File: config.mk
export PLATFORM = sky130hd
export DESIGN_NAME = multi_clock_divider
export DESIGN_NICKNAME = d
export VERILOG_FILES = /design/src/rtl/multi_clock_divider.sv
export SDC_FILE = /design/constraint.sdc
export NUM_CORES = 1
export LEC_CHECK = 0
export CAP_MARGIN = 20
export CORE_UTILIZATION = 65
export DETAILED_ROUTE_END_ITERATION = 10
export PLACE_DENSITY = 0.87
export SYNTH_ARGS = -nofsm -noshare
export SYNTH_HDL_FRONTEND = slang
export SYNTH_SLANG_ARGS = --single-unit
File: constraint.sdc
create_clock -name clk_in -period 4.6 [get_ports clk_in]
set_input_delay 0.92 -clock clk_in [delete_from_list [all_inputs] [get_ports clk_in]]
set_output_delay 0.92 -clock clk_in [all_outputs]
set_load 0.01 [all_outputs]
File: src/rtl/multi_clock_divider.sv
// multi_clock_divider: NUM_CH independent run-time programmable clock dividers with end-of-period tick.
// Defining CLKDIV_SYNC_EN adds a global `sync` strobe that phase-aligns every channel.
module multi_clock_divider_ch #(
  parameter int DIV_W       = 16,
  parameter int DEFAULT_DIV = 2
) (
  input  logic             clk_in,
  input  logic             reset,
  input  logic             i_en,
  input  logic             i_load,
  input  logic             i_sync,
  input  logic [DIV_W-1:0] i_div,
  output logic             o_clk,
  output logic             o_tick
);
  logic [DIV_W-1:0] r_cnt, r_act, r_pend;
  logic             r_pvld;
  logic [DIV_W-1:0] w_ld_div, w_hi, w_last;
  logic             w_wrap;

  assign w_ld_div = (i_div < DIV_W'(2)) ? DIV_W'(2) : i_div;
  assign w_hi     = r_act >> 1;
  assign w_last   = r_act - DIV_W'(1);
  assign w_wrap   = (r_cnt == w_last);

  always_ff @(posedge clk_in or negedge reset) begin
    if (!reset) begin
      r_cnt  <= '0;
      r_act  <= DIV_W'(DEFAULT_DIV);
      r_pend <= DIV_W'(DEFAULT_DIV);
      r_pvld <= 1'b0;
      o_clk  <= 1'b0;
      o_tick <= 1'b0;
    end else begin
      if (i_load) r_pend <= w_ld_div;
      if (i_sync || !i_en) begin
        // Idle or phase-align: apply any pending divisor now, a same-edge load stays pending.
        r_cnt  <= i_en ? DIV_W'(1) : '0;
        o_clk  <= i_en;
        o_tick <= 1'b0;
        if (r_pvld) r_act <= r_pend;
        r_pvld <= i_load;
      end else begin
        o_clk  <= (r_cnt < w_hi);
        o_tick <= w_wrap;
        if (w_wrap) begin
          // Period boundary: a load on this very edge beats the older pending value.
          r_cnt  <= '0;
          r_pvld <= 1'b0;
          if (i_load)      r_act <= w_ld_div;
          else if (r_pvld) r_act <= r_pend;
        end else begin
          r_cnt <= r_cnt + DIV_W'(1);
          if (i_load) r_pvld <= 1'b1;
        end
      end
    end
  end
endmodule

module multi_clock_divider #(
  parameter int NUM_CH      = 4,
  parameter int DIV_W       = 16,
  parameter int DEFAULT_DIV = 2
) (
  input  logic                    clk_in,
  input  logic                    reset,
`ifdef CLKDIV_SYNC_EN
  input  logic                    sync,
`endif
  input  logic [NUM_CH-1:0]       en,
  input  logic [NUM_CH*DIV_W-1:0] div_in,
  input  logic [NUM_CH-1:0]       load,
  output logic [NUM_CH-1:0]       clk_out,
  output logic [NUM_CH-1:0]       tick
);
  logic [NUM_CH-1:0][DIV_W-1:0] w_div;
  logic                         w_sync;

  assign w_div = div_in;
`ifdef CLKDIV_SYNC_EN
  assign w_sync = sync;
`else
  assign w_sync = 1'b0;
`endif

  for (genvar g = 0; g < NUM_CH; g++) begin : g_ch
    multi_clock_divider_ch #(
      .DIV_W      (DIV_W),
      .DEFAULT_DIV(DEFAULT_DIV)
    ) u_ch (
      .clk_in(clk_in),
      .reset (reset),
      .i_en  (en[g]),
      .i_load(load[g]),
      .i_sync(w_sync),
      .i_div (w_div[g]),
      .o_clk (clk_out[g]),
      .o_tick(tick[g])
    );
  end
endmodule
# Word level (Yosys, flattened, before mapping)
# Index checks and enable logic that the tools add are counted.
dict set report totals {
  register_bits 204
  word_cells 100
}
dict set report classes {
  add_sub_neg 8
  magnitude_cmp 8
  eq_ne 12
  mux 48
}
# operator count
set op_table {}
lappend op_table {{2-to-1 mux 16 bit} 28}
lappend op_table {{adder 16 x 1 -> 16 bit, second input constant} 4}
lappend op_table {{== test 16 bit} 4}
lappend op_table {{less-than comparator 16 x 15 -> 1 bit} 4}
lappend op_table {{less-than comparator 16 x 2 -> 1 bit, second input constant} 4}
lappend op_table {{subtractor 16 x 1 -> 16 bit, second input constant} 4}
lappend op_table {{2-to-1 mux 1 bit} 20}
lappend op_table {{!= test 3 x 1 -> 1 bit, second input constant} 4}
lappend op_table {{!= test 2 x 1 -> 1 bit, second input constant} 4}

# Depth between registers and ports, before layout
# Gate-level depths: netlist of run 1.
dict set report logic_depth {
  ltp_word 5
  depth_mapped 11
  mapped_depth_nobuf 9
}

# Hierarchy
# Synthesis of run 1 repeated with hierarchy kept, for this count alone.
dict set report hier_totals {
  cells_unflattened 1521
  area_unflattened_um2 14207.4
}
# mod instances cells_each area_per_inst_um2
set by_module_without_submodules {}
lappend by_module_without_submodules {multi_clock_divider_ch 4 380 3550.9}
lappend by_module_without_submodules {multi_clock_divider 1 1 3.8}

# Least setup slack after synthesis of run 1
# Ideal clock, no wire load.
dict set report synth_timing {
  kind {reg-to-reg}
  start {register g_ch[3].u_ch.r_act[0]}
  end {register g_ch[3].u_ch.r_act[0]}
  setup_ps 126
  arrival_ps 2374
  t_required_ps 4474
  setup_slack_ps 2100
  path_stages_with_launch 11
  synth_period_minus_slack_ps 2500
  cell_sequence {dfrtp_1 -> inv_1 -> ha_1 -> nor3b_4 -> nand4_1 -> xnor2_1 -> a211o_1 -> nor4b_1 -> o2111a_1 -> buf_4 -> o22ai_1}
}
dict set report synth_between {
  elab_chain_cells 4
  elab_cells_between_ends 7
  cone_classes {add/sub (1); eq/ne (2); mux (4)}
}
# item line_no
set synth_lines {}
lappend synth_lines {{start, declared} 16} ;# logic [DIV_W-1:0] r_cnt, r_act, r_pend;
lappend synth_lines {{start signal, assigned} 29} ;# r_act <= DIV_W'(DEFAULT_DIV);
lappend synth_lines {{start signal, assigned} 41} ;# if (r_pvld) r_act <= r_pend;
lappend synth_lines {{start signal, assigned} 50} ;# if (i_load) r_act <= w_ld_div;
lappend synth_lines {{branches (longest 4 deep; another with subtractor 16 x 1 -> 16 bit)} --}
# Parallel ways; which one is timed is not known. The select of a mux whose other input is x is not followed.
# A chain may end at the register's enable or synchronous reset.

# Worst setup path in the final report of run 1
dict set report layout_timing {
  start {register g_ch[0].u_ch.r_act[0]}
  end {register g_ch[0].u_ch.r_act[8]}
}
dict set report layout_between {
  elab_chain_cells 3
}
# item line_no
set layout_lines {}
lappend layout_lines {{start, declared} 16}
lappend layout_lines {{start signal, assigned} 29}
lappend layout_lines {{start signal, assigned} 41}
lappend layout_lines {{start signal, assigned} 50}
lappend layout_lines {{subtractor 16 x 1 -> 16 bit} 23} ;# assign w_last = r_act - DIV_W'(1);
lappend layout_lines {{== test 16 bit} 24} ;# assign w_wrap = (r_cnt == w_last);
lappend layout_lines {{!= test 2 x 1 -> 1 bit (no line)} --}
# No other way between the ends.

==> results.toml, run 1 <==
[run_status]
status = "finished, final reports clean"

[drt]
route.met3.wl_um = 1600
wl_per_cell_um = 18.4
drtIter0Drc = 952
top_layer_used = "met4"
viasPerCell = 6.45
wl_met1_um = 14000
dr_wl_met2_um = 16100
via_count = 11400
ant_nets = 0
dr.pass1.iters = 6
routed_wl_um = 32500
drc = 0

[logic_synthesis]
synth_xor_area_share_pct = 8.28
synth_edf_count = 0
synth-compound-area-share_pct = 16.3
ys_types = 78
ys_ff_latch = 204
syn_avg_cell_area_um2 = 9.34
async_flop_share_pct = 100
synthMuxAreaShare_pct = 5.20
synth_cells = 1449
synthSimpleGateAreaFrac_pct = 20.8
syn-num-nets = 1587
ys_warn_count = 0
synth_top_family_by_area = "simple AND/OR/NAND/NOR gates"
synth-main-ff-cell = "dfrtp_1"
synth.cell_area_um2 = 13500
synth_adder_area_share_pct = 5.99
ys_seq_area_share_pct = 37.8

[sta]
worst_pin_slew_ns = 0.961
slew_headroom_pct = 35.9
rsz0062_at_grt = "false"
fin_crit_ns = 3.45
timing.setup.tns_ns = 0
fin_crit_sh_pct = 74.9
setup_viol = 0
hold_violations = 0
fmax_ghz = 0.290
drv_slew = 0
finClkSkew_ns = 0.0163

[floorplanning]
ios = 82
die_area_um2 = 21400
row_count = 52
die_x_um = 146
initial_core_util_pct = 66.7
die_h_um = 146
core_area_um2 = 20300

[cts]
root_buffer = "clkbuf_16"
cts_setup_buffers = 0
cts_max_level = 1
clkLatencyLatePin_ns = 0.53
cts.sinks = 204
cts_tree = "done"
path_clk_slew_ns = 0.06
ctsHoldBuffers = 0
cts.path.max_buffers = 3
numCtsBuffers = 23
ctsResizeCount = 0

[critical_path]
ff2ff_setup_slack_ns = 1.15
crit_buf_inv = 3
critPathTopFamily = "simple AND/OR/NAND/NOR gates"
worstSetupStartpointType = "register"
critical_path_class = "register to register"
worst_ep_required_time_ns = 5.05
cp_cell_sequence = "inv_1 -> ha_1 -> nor3b_2 -> a31oi_1 -> nor4_1 -> o211ai_1 -> nor4_4 -> buf_4 -> and2_1 -> buf_4 -> o311a_1"
slowest_stage = "dfrtp_1"
max_stage_delay_ns = 0.45
crit_top_cell = "buf_4"
end_kind = "register"
arrival_ns = 3.90
cp_max_fo = 31

[place]
place_congestion = 0.961
place_hpwl_um = 22500
dp_cells = 1723
port_buffers = 81

[global_route]
grt_pass1_vias = 11000
grt-ovfl-total = 0
grt_max_degree = 115
grt_pass1_wl_um = 54800
antenna_found_initial = 0
grt_use_total_pct = 30.8

[cells_and_area]
final_util_pct = 74.9
diodes = 0
syn_to_final_growth_pct = 12.3
nets = 1617
fin_cells = 1765
final_common_cell = "dfrtp_1"
final_cell_mix = "196 x dfrtp_1, 106 x nor2_1, 86 x nand2_1, 80 x clkdlybuf4s50_1, 77 x inv_1"
drive_gt1_share_pct = 10.8

[power]
power_frac_clock_pct = 37.1
switching_share_pct = 30.5
p_int_mw = 3.66
p_sw_mw = 1.60
power_leakage_nw = 6.51
vdd_drop_max_mv = 0.282
p_comb_share_pct = 21.1
power_per_cell_area_nw_per_um2 = 346
p_seq_share_pct = 41.8

[flow_run]
max_cap_violations = 0

[worst_hold_path]
hp-class = "register to register"
==> final timing paths <==
| check | startpoint | to | cells past startpoint |
|---|---|---|---|
| worst max-delay path | g_ch[0].u_ch.r_act[0] | g_ch[0].u_ch.r_act[8] | 11 |
| worst min-delay path | g_ch[1].u_ch.r_pend[1] | g_ch[1].u_ch.r_pend[1] | 2 |
| worst max register to register | g_ch[0].u_ch.r_act[0] | g_ch[0].u_ch.r_act[8] | 11 |
| worst min register to register | g_ch[1].u_ch.r_pend[1] | g_ch[1].u_ch.r_pend[1] | 2 |
| max in group asynchronous | reset | g_ch[2].u_ch.r_act[1] | 2 |
| min in group asynchronous | reset | g_ch[0].u_ch.r_pvld | 1 |
==> layout make-up <==
class / count / area (um2)
fill: 1398 / 5100
clock inverter: 10 / 131
sequential: 204 / 5110
clock buffer: 31 / 676
multi-input combinational: 1071 / 7670
tap: 270 / 338
inverter: 77 / 289
timing repair buffer: 102 / 988
==> cell families after synthesis <==
logic type,Yosys count
flip-flops,204
adder cells (fa/ha/maj),65
AO/OA/AOI/OAI,305
buffers and inverters,174
XOR/XNOR,128
AND/OR/NAND/NOR,510
multiplexers,63
==> through the flow <==
step / cell area (um2) / power [mW] / hold WS, ns / setup WS [ns]
3_3_place_gp: 14400 / 3.25 / 0.478 / 1.44
4_1_cts: 15200 / 5.27 / 0.492 / 1.21
6_report: 15200 / 5.26 / 0.493 / 1.15
5_1_grt: 15200 / 5.50 / 0.504 / 0.961
2_1_floorplan: 13500 / 2.96 / 0.467 / 2.10
3_5_place_dp: 14400 / 3.31 / 0.480 / 1.26
==> Yosys cell counts (all sizes together), types with 4 or more instances <==
cell type,count,area [um2]
buf,40,264
inv,77,289
nand4b,7,61.3
nand4,30,188
ha,64,801
nor4b,10,100
a41oi,6,52.6
a21o,20,150
xor2,68,596
a21oi,42,214
a211o,8,70.1
or2,4,25.0
nor2,106,398
clkbuf,57,214
o311a,16,160
a211oi,6,45.0
nor2b,11,68.8
nor4,28,243
and4,8,70.1
a22oi,45,338
mux2i,4,40.0
o211ai,41,338
nand2,86,323
nand3,51,255
or3,35,219
and3,20,125
o22ai,19,125
o221ai,16,140
and2,18,113
mux2,59,664
nor3b,23,199
a31oi,24,150
dfrtp,196,4900
o21ai,37,196
nor3,52,270
o21a,4,30.0
dfstp,8,210
nand2b,11,68.8
xnor2,60,526
==> power by group through the flow <==
stage	Combinational [mW]	Clock [mW]	Sequential, mW
after floorplan	0.833	0	2.12
after global placement	1.04	0	2.22
after detailed placement	1.08	0	2.23
after CTS	1.10	1.97	2.20
after global routing	1.23	2.04	2.23
final	1.11	1.95	2.20
==> state kept, by name, indices dropped and copies added (netlist names) <==
name and flops:
g_ch.u_ch.r_act 64, g_ch.u_ch.r_cnt 64, g_ch.u_ch.r_pend 64, g_ch.u_ch.o_clk 4, g_ch.u_ch.o_tick 4, g_ch.u_ch.r_pvld 4
==> worst reg2reg max path, cell delays in order (launching register included) <==
cell and delay [ns]:
dfrtp_1 0.45, inv_1 0.12, ha_1 0.26, nor3b_2 0.34, a31oi_1 0.14, nor4_1 0.21, o211ai_1 0.21, nor4_4 0.30
buf_4 0.34, and2_1 0.43, buf_4 0.37, o311a_1 0.21
==> routing by layer <==
| metal | up-vias | GRT usage [%] |
|---|---|---|
| met3 | 65 | 3.53 |
| met1 | 5584 | 41.3 |
| met2 | 367 | 52.5 |
| li1 | 5360 | - |
| met4 | 0 | 9.48 |
| met5 | - | 0 |
Note: power is estimated with default switching activity, not from simulation.
==> inputs of run 2 (changes only) <==
- CORE_UTILIZATION: 65 -> 55
- PLACE_DENSITY: 0.87 -> 0.79
- clock period: 4.6 -> 2.8 ns (I/O delays scaled with it)
==> run 2 against run 1 <==
  * Sequential share of layout area is 1.5 points lower
  * Die area is 18% higher
  * Non-clock buffer count is 52 higher
  * Critical path type unchanged
==> results.toml, run 2 (synthesis gave the netlist of run 1 again) <==
[run_status]
status = "finished, final reports clean"

[floorplanning]
die_x_um = 159
die_h_um = 159
row_count = 57
initial_core_util_pct = 55.8
core_area_um2 = 24200
ios = 82
die_area_um2 = 25200

[sta]
setup_viol = 0
hold_violations = 0
fin_crit_sh_pct = 97.0
fin_crit_ns = 2.72
drv_slew = 0
slew_headroom_pct = 28.1
fmax_ghz = 0.368
finClkSkew_ns = 0.00946
worst_pin_slew_ns = 1.08

[cells_and_area]
top_regs = "g_ch.u_ch.r_act (64), g_ch.u_ch.r_cnt (64), g_ch.u_ch.r_pend (64)"
drive_gt1_share_pct = 14.6
post-route-cell-area_um2 = 15900
nets = 1670
syn_to_final_growth_pct = 17.6
final_common_cell = "dfrtp_1"
diodes = 0
final_cell_mix = "196 x dfrtp_1, 106 x nor2_1, 86 x nand2_1, 80 x clkdlybuf4s50_1, 77 x inv_1"

[cts]
root_buffer = "clkbuf_16"
cts.path.max_buffers = 3
cts_max_level = 1
clkLatencyLatePin_ns = 0.51
cts_tree = "done"
numCtsBuffers = 24
path_clk_slew_ns = 0.06
cts.sinks = 204

[global_route]
grt_busiest_layer = "met2"
antenna_found_initial = 0
gr-usage-met3_pct = 3.29
grt-ovfl-total = 0
grt_use_total_pct = 25.5
grt_pass1_wl_um = 54700
grt_pass1_vias = 11300
use_met1_pct = 34.6
met2_usage_pct = 43.1
grt_max_degree = 67

[power]
total_power_mw = 9.12
power_per_cell_area_nw_per_um2 = 573
vdd_drop_max_mv = 0.575
power_leakage_nw = 6.85

[critical_path]
r2r_start = "g_ch[0].u_ch.r_act[1]"
crit_path_start = "g_ch[0].u_ch.r_act[1]"
worstSetupStartpointType = "register"
critical_path_class = "register to register"
end_kind = "register"
cp_max_fo = 6
worst_ep_required_time_ns = 3.20
r2r_cells = 9
arrival_ns = 3.11

[worst_hold_path]
hp-class = "input port to async pin"

[drt]
dr.pass1.iters = 5
viasPerCell = 6.15
drtIter0Drc = 711
via_count = 11500
drc = 0
ant_nets = 0
wl_per_cell_um = 17.1
routed_wl_um = 32100

[flow_run]
max_cap_violations = 0

[place]
port_buffers = 81
place_hpwl_um = 22500
dpl_cell_area_um2 = 14800
place_congestion = 0.893
-- run 2: cell types whose count changed in the layout (fill, tap and decap cells not counted), moves of 3 or more --
cell       delta
buf_12        +4
buf_4        +47
bufinv_16     +3
clkbuf_8      -4
-- run 2: timing repair --
item                       CTS  global route
gates cloned                 0             0
resized for setup            6            14
buffers inserted             0             7
hold buffers                 0             0
pin swaps                    0             6
setup endpoints to repair   52            83
-- run 2: path summary, 6_finish.rpt --
check | to | slack, ns
worst max register to register | g_ch[0].u_ch.r_pvld | 0.08
worst max-delay path | g_ch[0].u_ch.r_pvld | 0.08
min in group clk_in | g_ch[0].u_ch.r_pend[1] | 0.49
worst min register to register | g_ch[0].u_ch.r_pend[1] | 0.49
max in group asynchronous | g_ch[3].u_ch.r_pend[1] | 1.99
worst min-delay path | g_ch[0].u_ch.r_pend[9] | 0.04
-- run 2: per-layer routing --
| metal | vias up | wire length [um] |
|---|---|---|
| met3 | 47 | 1640 |
| met4 | 0 | 516 |
| met5 | - | 0 |
| met2 | 347 | 15700 |
| li1 | 5466 | - |
| met1 | 5659 | 14300 |
-- run 2: area by class of cell --
| type | count | area, um2 |
|---|---|---|
| Sequential cell | 204 | 5110 |
| Inverter | 77 | 289 |
| Multi-Input combinational cell | 1071 | 7770 |
| Clock buffer | 30 | 674 |
| Clock inverter | 14 | 235 |
| Tap cell | 324 | 405 |
| Fill cell | 1949 | 8330 |
| Timing Repair Buffer | 154 | 1430 |
-- run 2: stage by stage --
step	setup slack [ns]	hold slack, ns	setup TNS [ns]	util [%]	std cells
2_1_floorplan	0.300	0.264	0	-	1449
3_3_place_gp	-0.149	0.473	-2.54	61.1	1823
3_5_place_dp	-0.234	0.481	-4.34	61.1	1823
4_1_cts	0.0173	0.0408	0	65.0	1867
5_1_grt	-0.0661	0.0544	-0.217	65.6	1874
6_report	0.0845	0.0409	0	65.6	1874
-- run 2: critical path, stage by stage, from the launching register on --
cell	delay, ns
dfstp_2	0.40
inv_1	0.09
ha_2	0.24
nor3b_4	0.32
a31oi_2	0.17
nor4_2	0.22
o211ai_1	0.21
or4_4	0.58
nor4b_4	0.28
nor2_1	0.08
-- run 2: power by group --
group	total (mW)	internal, mW	switching, mW	leakage, nW
sequential	3.55	3.23	0.320	2.53
clock	3.54	2.26	1.28	0.438
combinational	2.04	0.949	1.09	3.88
total	9.12	6.44	2.68	6.85
==> inputs of run 3 (changes only) <==
- SKIP_CTS_REPAIR_TIMING: default -> 1
==> run 3 against run 2 <==
  * Clock power barely moved
  * Sequential power barely moved
  * Clock-buffer cell count did not move
  * Final cell count unchanged
  * Combinational power about the same
  * Non-clock buffer count down 1
  * Die area is the same
  * Total power barely moved
  * Sequential share of layout area is essentially flat
  * Critical path type unchanged
==> results.toml, run 3 (synthesis gave the netlist of run 1 again) <==
[critical_path]
worstSetupStartpointType = "register"
critical_path_class = "register to register"
end_kind = "register"
max_stage_delay_ns = 0.58
worst_ep_required_time_ns = 3.20
cp_cell_sequence = "inv_1 -> ha_2 -> nor3b_4 -> a31oi_2 -> nor4_2 -> o211ai_1 -> or4_4 -> nor4b_4 -> nor2_1"
slowest_stage = "or4_4"
crit_buf_inv = 1
arrival_ns = 3.09
cp_max_fo = 6
critPathTopFamily = "simple AND/OR/NAND/NOR gates"

[power]
vdd_drop_max_mv = 0.575
power_per_cell_area_nw_per_um2 = 574
power_leakage_nw = 6.84

[sta]
fin_crit_ns = 2.69
fin_crit_sh_pct = 95.9
hold_violations = 0
worst_slack_ns = 0.114
fmax_ghz = 0.372
setup_viol = 0
timing.setup.tns_ns = 0
slew_headroom_pct = 27.6
worst_pin_slew_ns = 1.08
finClkSkew_ns = 0.0127
drv_slew = 0

[drt]
drtIter0Drc = 694
top_layer_used = "met4"
via_count = 11400
route.met3.wl_um = 1580
drc = 0
wl_met1_um = 14300
dr_wl_met2_um = 15600
wl_per_cell_um = 17.1
dr.pass1.iters = 5
routed_wl_um = 32000
viasPerCell = 6.10
ant_nets = 0

[cells_and_area]
diodes = 0
nets = 1670
final_cell_mix = "196 x dfrtp_1, 106 x nor2_1, 86 x nand2_1, 80 x clkdlybuf4s50_1, 77 x inv_1"
drive_gt1_share_pct = 14.5
final_common_cell = "dfrtp_1"
post-route-cell-area_um2 = 15900
syn_to_final_growth_pct = 17.5
top_regs = "g_ch.u_ch.r_act (64), g_ch.u_ch.r_cnt (64), g_ch.u_ch.r_pend (64)"

[global_route]
antenna_found_initial = 0
grt_use_total_pct = 25.3
grt_pass1_vias = 11200
grt_max_degree = 67
grt_pass1_wl_um = 54400
grt-ovfl-total = 0

[cts]
cts.sinks = 204
cts.path.max_buffers = 3
cts_tree = "done"
path_clk_slew_ns = 0.06
numCtsBuffers = 24
clkLatencyLatePin_ns = 0.52
root_buffer = "clkbuf_16"
cts_max_level = 1

[floorplanning]
die_h_um = 159
core_area_um2 = 24200
initial_core_util_pct = 55.8
row_count = 57
die_x_um = 159
die_area_um2 = 25200
ios = 82

[run_status]
status = "finished, final reports clean"

[place]
post-place-ws_ns = -0.234
dpl_cell_area_um2 = 14800
place_hpwl_um = 22500
port_buffers = 81
place_congestion = 0.893

[worst_hold_path]
hp-class = "input port to async pin"

[flow_run]
max_cap_violations = 0
-- run 3: cell count changes in the layout (fill, tap and decap cells not counted) --
cell     delta
nor3b_1     +1
buf_12      -1
nor2b_1     +1
a21oi_4     +1
nor2b_4     -1
nor3b_2     -1
-- run 3: report_power, final --
part           switching [mW]  total (mW)  internal, mW
Clock                    1.28        3.54          2.26
Combinational            1.09        2.03         0.944
Sequential              0.320        3.55          3.23
Total                    2.69        9.12          6.44
-- run 3: worst register-to-register path, cell delays in order, from the launching register on --
cell,delay (ns)
dfstp_2,0.40
inv_1,0.09
ha_2,0.24
nor3b_4,0.31
a31oi_2,0.16
nor4_2,0.21
o211ai_1,0.21
or4_4,0.58
nor4b_4,0.28
nor2_1,0.08
-- run 3: area by class of cell --
class / count / area (um2)
fill: 1941 / 8350
sequential: 204 / 5110
tap: 324 / 405
clock inverter: 14 / 235
multi-input combinational: 1072 / 7770
timing repair buffer: 153 / 1410
inverter: 77 / 289
clock buffer: 30 / 674
-- run 3: path summary, 6_finish.rpt --
kind | start | endpoint | slack [ns] | cells past startpoint
setup / recovery | g_ch[0].u_ch.r_act[1] | g_ch[0].u_ch.r_pvld | 0.11 | 9
hold / removal | reset | g_ch[0].u_ch.r_pend[9] | 0.04 | 1
setup reg to reg | g_ch[0].u_ch.r_act[1] | g_ch[0].u_ch.r_pvld | 0.11 | 9
hold reg to reg | g_ch[0].u_ch.r_pend[1] | g_ch[0].u_ch.r_pend[1] | 0.49 | 2
max in group asynchronous | reset | g_ch[3].u_ch.r_pend[1] | 1.99 | 2
min in group clk_in | g_ch[0].u_ch.r_pend[1] | g_ch[0].u_ch.r_pend[1] | 0.49 | 2
-- run 3: through the flow --
| step | util, % | hold WS (ns) | power, mW | cells |
|---|---|---|---|---|
| 6_report | 65.6 | 0.0432 | 9.12 | 1874 |
| 3_5_place_dp | 61.1 | 0.481 | 5.55 | 1823 |
| 4_1_cts | 64.9 | 0.0408 | 9.14 | 1867 |
| 3_3_place_gp | 61.1 | 0.473 | 5.47 | 1823 |
| 5_1_grt | 65.6 | 0.0544 | 9.57 | 1874 |
| 2_1_floorplan | - | 0.264 | 4.86 | 1449 |
-- run 3: metal layers --
metal,vias up,track usage (%)
met3,46,3.16
met1,5589,34.7
met2,332,42.6
met5,-,0
met4,0,5.90
li1,5466,-
